`config.mk`:
```
export PLATFORM = sky130hd
export DESIGN_NAME = window_7x7_fp
export DESIGN_NICKNAME = d
export VERILOG_FILES = /design/src/rtl/window_fp_pkg.sv /design/src/rtl/line_buffer_ram.sv /design/src/rtl/window_7x7_fp.sv
export SDC_FILE = /design/constraint.sdc
export NUM_CORES = 2
export LEC_CHECK = 0
export BUFFER_PORTS_ARGS = -buffer_cell sky130_fd_sc_hd__buf_2
export CAP_MARGIN = 25
export CORE_AREA = 2 2 611 613
export CTS_CLUSTER_DIAMETER = 100
export DETAILED_ROUTE_END_ITERATION = 12
export DIE_AREA = 0 0 613 615
export GPL_TIMING_DRIVEN = 1
export SLEW_MARGIN = 20
export SYNTH_ARGS = -nofsm -noshare
export SYNTH_HDL_FRONTEND = slang
export SYNTH_SLANG_ARGS = --single-unit
```
`constraint.sdc`:
```
create_clock -name clk -period 35.1 [get_ports clk]
set_clock_uncertainty 0.15 [all_clocks]
set_input_delay 7.02 -clock clk [delete_from_list [all_inputs] [get_ports clk]]
set_output_delay 7.02 -clock clk [all_outputs]
set_load 0.01 [all_outputs]
```
`src/rtl/window_fp_pkg.sv`:
```
// Shared constants and the exact unsigned-integer to fp32 converter for the 7x7 window feeder.
package window_fp_pkg;

   localparam int unsigned KSIZE  = 7;
   localparam int unsigned FP_W   = 32;
   localparam int unsigned LINE_W = KSIZE * FP_W;
   localparam int unsigned CONV_W = 24;

   // Exact for any input up to 24 bits: the whole value fits in the 24-bit significand.
   function automatic logic [FP_W-1:0] u2fp32(input logic [CONV_W-1:0] v);
      logic [CONV_W-1:0] sh;
      logic [FP_W-1:0]   r;
      int                msb;
      msb = 0;
      sh  = '0;
      r   = '0;
      for (int i = 0; i < int'(CONV_W); i++) begin
         if (v[i]) msb = i;
      end
      if (v != '0) begin
         sh = v << (int'(CONV_W) - 1 - msb);
         r  = {1'b0, 8'(127 + msb), sh[CONV_W-2:0]};
      end
      return r;
   endfunction

endpackage

```
`src/rtl/line_buffer_ram.sv`:
```
// One image row of pixels; combinational read and registered write at the same address (read-before-write).
module line_buffer_ram #(
   parameter int unsigned DEPTH = 28,
   parameter int unsigned W     = 8,
   parameter int unsigned AW    = $clog2(DEPTH)
) (
   input  logic          clk,
   input  logic          we,
   input  logic [AW-1:0] addr,
   input  logic [W-1:0]  wdata,
   output logic [W-1:0]  rdata_c
);

   logic [W-1:0] mem [DEPTH];

   always_ff @(posedge clk) begin
      if (we) mem[addr] <= wdata;
   end

   assign rdata_c = mem[addr];

endmodule

```
`src/rtl/window_7x7_fp.sv`:
```
// Sliding 7x7 window over a raster pixel stream, emitted as seven rows of fp32 values.
module window_7x7_fp
   import window_fp_pkg::*;
#(
   parameter int unsigned IMG_W = 28,
   parameter int unsigned IMG_H = 28,
   parameter int unsigned PIX_W = 8
) (
   input  logic              clk,
   input  logic              reset,
   input  logic              de_in,
   input  logic [PIX_W-1:0]  pixel_in,
   output logic              de_out,
   output logic [LINE_W-1:0] line_0_out,
   output logic [LINE_W-1:0] line_1_out,
   output logic [LINE_W-1:0] line_2_out,
   output logic [LINE_W-1:0] line_3_out,
   output logic [LINE_W-1:0] line_4_out,
   output logic [LINE_W-1:0] line_5_out,
   output logic [LINE_W-1:0] line_6_out
);

   localparam int unsigned XW   = $clog2(IMG_W);
   localparam int unsigned YW   = $clog2(IMG_H);
   localparam int unsigned NROW = KSIZE - 1;

   logic [XW-1:0]     x;
   logic [YW-1:0]     y;
   logic              v1;
   logic              accept_c;
   logic [PIX_W-1:0]  lb_rd  [NROW];
   logic [PIX_W-1:0]  col_c  [KSIZE];
   logic [PIX_W-1:0]  win    [KSIZE][KSIZE];
   logic [LINE_W-1:0] fp_c   [KSIZE];
   logic [LINE_W-1:0] line_q [KSIZE];

   assign accept_c = de_in & ~reset;

   // Each buffer takes the row below it, so lb0 always holds the oldest row.
   for (genvar i = 0; i < int'(NROW); i++) begin : g_lb
      logic [PIX_W-1:0] wdata;
      if (i == int'(NROW) - 1) begin : g_top
         assign wdata = pixel_in;
      end else begin : g_mid
         assign wdata = lb_rd[i+1];
      end
      line_buffer_ram #(
         .DEPTH (IMG_W),
         .W     (PIX_W),
         .AW    (XW)
      ) u_lb (
         .clk     (clk),
         .we      (accept_c),
         .addr    (x),
         .wdata   (wdata),
         .rdata_c (lb_rd[i])
      );
   end

   always_comb begin
      for (int r = 0; r < int'(NROW); r++) col_c[r] = lb_rd[r];
      col_c[KSIZE-1] = pixel_in;
   end

   // Raster position and the stage-1 window-valid flag.
   always_ff @(posedge clk) begin
      if (reset) begin
         x  <= '0;
         y  <= '0;
         v1 <= 1'b0;
      end else begin
         v1 <= de_in && (x >= XW'(KSIZE-1)) && (y >= YW'(KSIZE-1));
         if (de_in) begin
            if (x == XW'(IMG_W-1)) begin
               x <= '0;
               y <= (y == YW'(IMG_H-1)) ? '0 : y + YW'(1);
            end else begin
               x <= x + XW'(1);
            end
         end
      end
   end

   always_ff @(posedge clk) begin
      if (reset) begin
         for (int r = 0; r < int'(KSIZE); r++)
            for (int c = 0; c < int'(KSIZE); c++)
               win[r][c] <= '0;
      end else if (de_in) begin
         for (int r = 0; r < int'(KSIZE); r++) begin
            for (int c = 0; c < int'(KSIZE) - 1; c++) win[r][c] <= win[r][c+1];
            win[r][KSIZE-1] <= col_c[r];
         end
      end
   end

   always_comb begin
      for (int r = 0; r < int'(KSIZE); r++) begin
         fp_c[r] = '0;
         for (int c = 0; c < int'(KSIZE); c++)
            fp_c[r][(int'(KSIZE)-1-c)*int'(FP_W) +: FP_W] = u2fp32(CONV_W'(win[r][c]));
      end
   end

   always_ff @(posedge clk) begin
      if (reset) begin
         de_out <= 1'b0;
         for (int r = 0; r < int'(KSIZE); r++) line_q[r] <= '0;
      end else begin
         de_out <= v1;
         if (v1) begin
            for (int r = 0; r < int'(KSIZE); r++) line_q[r] <= fp_c[r];
         end
      end
   end

   assign line_0_out = line_q[0];
   assign line_1_out = line_q[1];
   assign line_2_out = line_q[2];
   assign line_3_out = line_q[3];
   assign line_4_out = line_q[4];
   assign line_5_out = line_q[5];
   assign line_6_out = line_q[6];

endmodule

```
After elaboration in Yosys (flattened, before gate mapping)
Memory sizes are Yosys's and may differ from the RTL's. A register that Yosys moved wholly into a read port is not among the register bits.
Cells that the tools add are included.
{"block": "totals", "out_inout_bits": 1569, "mem_bits_rw": 3255, "mem_count": 8, "register_bits": 12}
{"block": "classes", "add_sub_neg": 100, "eq_ne": 2, "shifts": 49, "n_reduce_logical": 52, "bitwise_logic": 58, "order_cmp": 2, "muxes": 472}
{"memory": "line_q", "depth": 7, "word_bits": 217, "rd": 7, "rd_ports_with_merged_regs": 0, "write_ports": 7, "line": "window_7x7_fp.sv:35", "source": "logic [LINE_W-1:0] line_q [KSIZE];"}
{"memory": "win", "depth": 7, "word_bits": 56, "rd": 7, "rd_ports_with_merged_regs": 0, "write_ports": 7, "line": "window_7x7_fp.sv:33", "source": "logic [PIX_W-1:0] win [KSIZE][KSIZE];"}
{"memory": "g_lb[0].u_lb.mem", "depth": 28, "word_bits": 8, "rd": 1, "rd_ports_with_merged_regs": 1, "write_ports": 1, "line": "line_buffer_ram.sv:14", "source": "logic [W-1:0] mem [DEPTH];"}
{"memory": "g_lb[1].u_lb.mem", "depth": 28, "word_bits": 8, "rd": 1, "rd_ports_with_merged_regs": 1, "write_ports": 1, "line": "line_buffer_ram.sv:14"}
{"memory": "g_lb[2].u_lb.mem", "depth": 28, "word_bits": 8, "rd": 1, "rd_ports_with_merged_regs": 1, "write_ports": 1, "line": "line_buffer_ram.sv:14"}
{"memory": "g_lb[3].u_lb.mem", "depth": 28, "word_bits": 8, "rd": 1, "rd_ports_with_merged_regs": 1, "write_ports": 1, "line": "line_buffer_ram.sv:14"}
{"memory": "2 more memories"}
{"cell": "32-bit 2-to-1 mux", "count": 294}
{"cell": "8-bit by 32-bit << shifter with 23-bit output", "count": 49}
{"cell": "6-bit by 32-bit subtractor with 32-bit output (first input constant)", "count": 49}
{"cell": "217-bit 2-to-1 mux", "count": 7}
{"cell": "31-bit 2-to-1 mux", "count": 49}
{"cell": "8-bit adder (first input constant)", "count": 49}
{"cell": "8-bit 2-to-1 mux", "count": 49}
{"cell": "8-bit nonzero test", "count": 49}
{"cell": "5-bit 2-to-1 mux", "count": 14}
{"cell": "1-bit 2-to-1 mux", "count": 59}
{"cell": "1-bit bitwise OR", "count": 56}
{"cell": "5-bit by 1-bit adder with 5-bit output (second input constant)", "count": 2}
{"cell": "5-bit equality test (second input constant)", "count": 2}
{"cell": "5-bit by 3-bit greater-or-equal comparator with 1-bit output (second input constant)", "count": 2}
{"cell": "1-bit logical AND", "count": 2}
{"cell": "2-bit AND reduction", "count": 1}
{"cell": "1-bit bitwise AND", "count": 1}
{"cell": "1-bit inverter", "count": 1}

Depth between registers and ports, before layout
An unclocked memory read counts as a cell.
{"block": "logic_depth", "word_depth": 12, "ltp_mapped": 11}

Cells and area by module
Synthesis repeated with hierarchy kept, for this count alone.
{"block": "hier_totals", "cells_unflattened": 8239, "area_unflattened_um2": 113720.3}
{"mod": "window_7x7_fp", "n_inst": 1, "area_per_inst_um2": 59635.9, "cells_each": 5479, "seq_area_each_um2": 31139.9}
{"mod": "line_buffer_ram (g_lb[1].u_lb ...)", "n_inst": 3, "area_per_inst_um2": 9118.7, "cells_each": 463, "seq_area_each_um2": 6726.5}
{"mod": "line_buffer_ram (g_lb[4].u_lb ...)", "n_inst": 2, "area_per_inst_um2": 8799.7, "cells_each": 454, "seq_area_each_um2": 6726.5}
{"mod": "line_buffer_ram (g_lb[0].u_lb)", "n_inst": 1, "area_per_inst_um2": 9128.8, "cells_each": 463, "seq_area_each_um2": 6726.5}

Worst setup path before layout
Ideal clock, no wire load.
{"block": "synth_timing", "path_kind": "in2reg", "start": "in reset", "end": "mem line_q[0][109] (netlist name), enable pin", "arrival_ns": 15.155, "required_ns": 34.207, "path_stages": 3, "setup_time_ns": 0.743, "path_slack_ns": 19.052, "path_cell_list": "clkbuf_1 > clkbuf_1 > or2_2"}
{"item": "start: declaration", "line": "window_7x7_fp.sv:10", "source": "input logic reset,"}
{"item": "end: declaration", "line": "window_7x7_fp.sv:35"}

==> flow_summary_export.csv <==
group,metric,value,unit
logic_synthesis,netlist_instances,7587,
place,dp_hpwl,201,mm
place,place_congestion,0.885,
clocking,root_buffer,"clkbuf_16",
pwr,switchingPower,1.66,mW
floorplan,num_io_pins,1580,
pwr,internal_power,5.06,mW
detailed_routing,post_drt_wl_per_cell,21.5,um
grt,globalRouteOverflowTotal,0,
pwr,combPwrFrac,8.9,%
logic_synthesis,synthArstFlopShare,0,%
floorplan,rows,224,
logic_synthesis,ys_ff_latch,2390,
final_layout,stdcell_count,13600,
timing,rsz0062_at_grt,"false",
grt,grt_pass1_wl,412,mm
setup_path,cp.arrival,11.51,ns
floorplan,start_util,29.4,%
final_layout,area_growth_syn_to_layout,13.6,%
pwr,p_leak,44.0,nW
detailed_routing,num_vias,64000,
pwr,seq_power_share,49.8,%
floorplan,die_h,615,um
timing,worst_pin_slew,1.06,ns
pwr,p_per_area,54.3,mW/mm^2
timing,tns,0,ns
logic_synthesis,ys_seq_area_share,65.8,%
place,port_buffers,746,
hold_path,hp-class,"flip-flop to flip-flop",
hold_path,hold_depth,2,
grt,global_route.usage.met3,2.38,%
setup_path,crit_path_end_kind,"flip-flop",
setup_path,start_kind,"input port",
clocking,cts_hold_buf,0,
grt,grt_util_met2,23.3,%
final_layout,drive_gt1_share,20.0,%
timing,fmax,89.0,MHz
floorplan,core_area,0.371,mm^2
pwr,clkPwrFrac,41.3,%
outcome,status,"finished, final reports clean",
pwr,swShare,24.7,%
clocking,cts_resized,0,
timing,period_minus_slack,11.23,ns
place,place_worst_setup_slack,23.04,ns
grt,grt_max_degree,117,
setup_path,r2r_slack,30.22,ns
final_layout,num-nets-final,8440,
detailed_routing,drc,0,
timing,setup_ws,23.87,ns
grt,grt_pass1_vias,60300,
grt,grt_most_used_layer,"met2",
setup_path,worstPathRequired,35.38,ns
hold_path,worstHoldStart,"y[4]$_SDFFE_PP0P_",
hold_path,holdPathEnd,"y[4]$_SDFFE_PP0P_",
clocking,post_cts_buffers,0,
clocking,cts_tree,"built",
setup_path,worst_r2r_endpoint,"g_lb[4].u_lb.mem[17][3]$_DFFE_PP_",
logic_synthesis,synth_warnings,0,
final_layout,final_cell_mix,"edfxtp_1, conb_1, buf_2, nor2_1, mux2i_1",
floorplan,die_x,613,um
clocking,clk_latency,0.90,ns
setup_path,crit_path_max_fanout,77,
timing,hold_viol_final,0,
detailed_routing,post_drt_via_cell_ratio,4.71,
timing,finalMaxSlewViolations,0,
logic_synthesis,synth-edff-count,2373,
detailed_routing,wirelength,292,mm
setup_path,crit_type,"input port to flip-flop",
setup_path,reg2reg_depth,8,
logic_synthesis,ys.flop_type,"edfxtp_1",
timing,setup_viol,0,
clocking,numCtsBuffers,270,
logic_synthesis,ys_types,85,
final_layout,final_common_cell,"edfxtp_1",
floorplan,fp.dieArea,0.377,mm^2
logic_synthesis,synthesis.area,0.109,mm^2
place,dp.cells,13000,
clocking,cts.path.max_buffers,4,
pwr,ir_drop,0.0393,mV
clocking,clkTransAtPathRegs,0.06,ns
timing,slew_headroom,29.0,%
logic_synthesis,synth_area_per_cell,14.4,um^2
job,max_cap_viol_count,0,
clocking,ctsHtreeMaxLevel,5,
detailed_routing,drt-initial-drc-count,6705,
detailed_routing,dr.pass1.iters,6,
timing,period_share,32.0,%
grt,grt_usage,14.6,%
grt,antenna_found_initial,31,
detailed_routing,antenna_left,0,
clocking,cts_sinks,2390,
grt,met1_usage,19.7,%
kinds of logic (layout without fill, tap and decap cells):
logic type               Yosys count  in the layout  share of synthesized area (%)
flip-flops                      2390           2390                           65.8
other                              1            924                        0.00344
adder cells (fa/ha/maj)          104            104                           1.19
multiplexers                     686            686                           8.86
AO/OA/AOI/OAI                   1133           1133                           7.06
buffers and inverters           1489           1601                           8.79
XOR/XNOR                           2              2                         0.0161
AND/OR/NAND/NOR                 1782           1782                           8.32
worst max path at each step:
| stage | endpoint | startpoint | slack, ns |
|---|---|---|---|
| after floorplan | line_q[0][109]$_SDFFCE_PN0P_ | reset | 19.05 |
| after global placement | win[3][0]$_SDFFCE_PN0P_ | de_in | 23.23 |
| after detailed placement | win[3][2]$_SDFFCE_PN0P_ | de_in | 23.04 |
| after CTS | win[3][0]$_SDFFCE_PN0P_ | de_in | 23.93 |
| after global routing | win[3][2]$_SDFFCE_PN0P_ | de_in | 23.53 |
| final | win[3][2]$_SDFFCE_PN0P_ | de_in | 23.87 |
flip-flops by register name, summed over array words and instances, names as in the netlist, named ones only:
signal / cells
de_out: 1
win: 392
y: 5
x: 5
g_lb.u_lb.mem: 1344
v1: 1
line_q: 637
worst max-delay path, stage by stage:
cell and delay, ns:
buf_2 0.24, or2_4 0.76, buf_4 0.63, buf_4 0.83, buf_4 0.81, buf_4 0.87
layer usage:
metal	share of wire [%]	vias to the layer above
li1	-	28500
met4	3.7	2
met1	42	32300
met2	47	2785
met3	7.0	412
met5	0.0045	-
cell usage after synthesis (23+ instances only):
library cell / number / area [um^2]
edfxtp_1: 2373 / 71300
buf_4: 965 / 7240
nor2_1: 593 / 2230
mux2i_1: 439 / 4390
and2_1: 280 / 1750
nand2_1: 270 / 1010
a21oi_1: 266 / 1330
inv_1: 253 / 950
mux4_2: 220 / 4950
o21ai_0: 199 / 996
clkbuf_1: 152 / 571
nor3_1: 138 / 691
nand3_1: 124 / 621
o22ai_1: 110 / 688
a22oi_1: 105 / 788
ha_1: 104 / 1300
a31oi_1: 98 / 613
and3_1: 78 / 488
nor2b_1: 73 / 457
buf_2: 68 / 340
nand2b_1: 66 / 413
o31ai_1: 38 / 285
o21a_1: 30 / 225
mux2_2: 27 / 304
a2bb2oi_1: 25 / 219
a211oi_1: 24 / 180
nor3b_1: 23 / 173
power groups by stage:
stage                     sequential [mW]  combinational (mW)  clock (mW)
after floorplan                      3.38               0.464           0
after global placement               3.41               0.573           0
after detailed placement             3.41               0.589           0
after CTS                            3.35               0.592        2.84
after global routing                 3.36               0.650        2.94
final                                3.35               0.596        2.78
final cells by class:
cell class                 instances  area [um^2]
clock inverter                   147         1530
antenna                           91          228
inverter                         256          973
multi-input combinational       4540        31200
timing repair buffer             867         4770
tap                             4972         6220
clock buffer                     331         7110
fill                           35700       247000
sequential                      2390        71600
through the flow:
stage / utilization, % / instance area, um^2 / power (mW) / hold WS (ns)
floorplan: - / 112000 / 3.85 / 0.339
global placement: 30.9 / 115000 / 3.98 / 0.359
detailed placement: 30.9 / 115000 / 4.00 / 0.400
CTS: 33.3 / 123000 / 6.78 / 0.411
global route: 33.3 / 124000 / 6.95 / 0.452
finish: 33.4 / 124000 / 6.72 / 0.417
Note: power is estimated with default switching activity, not from simulation.
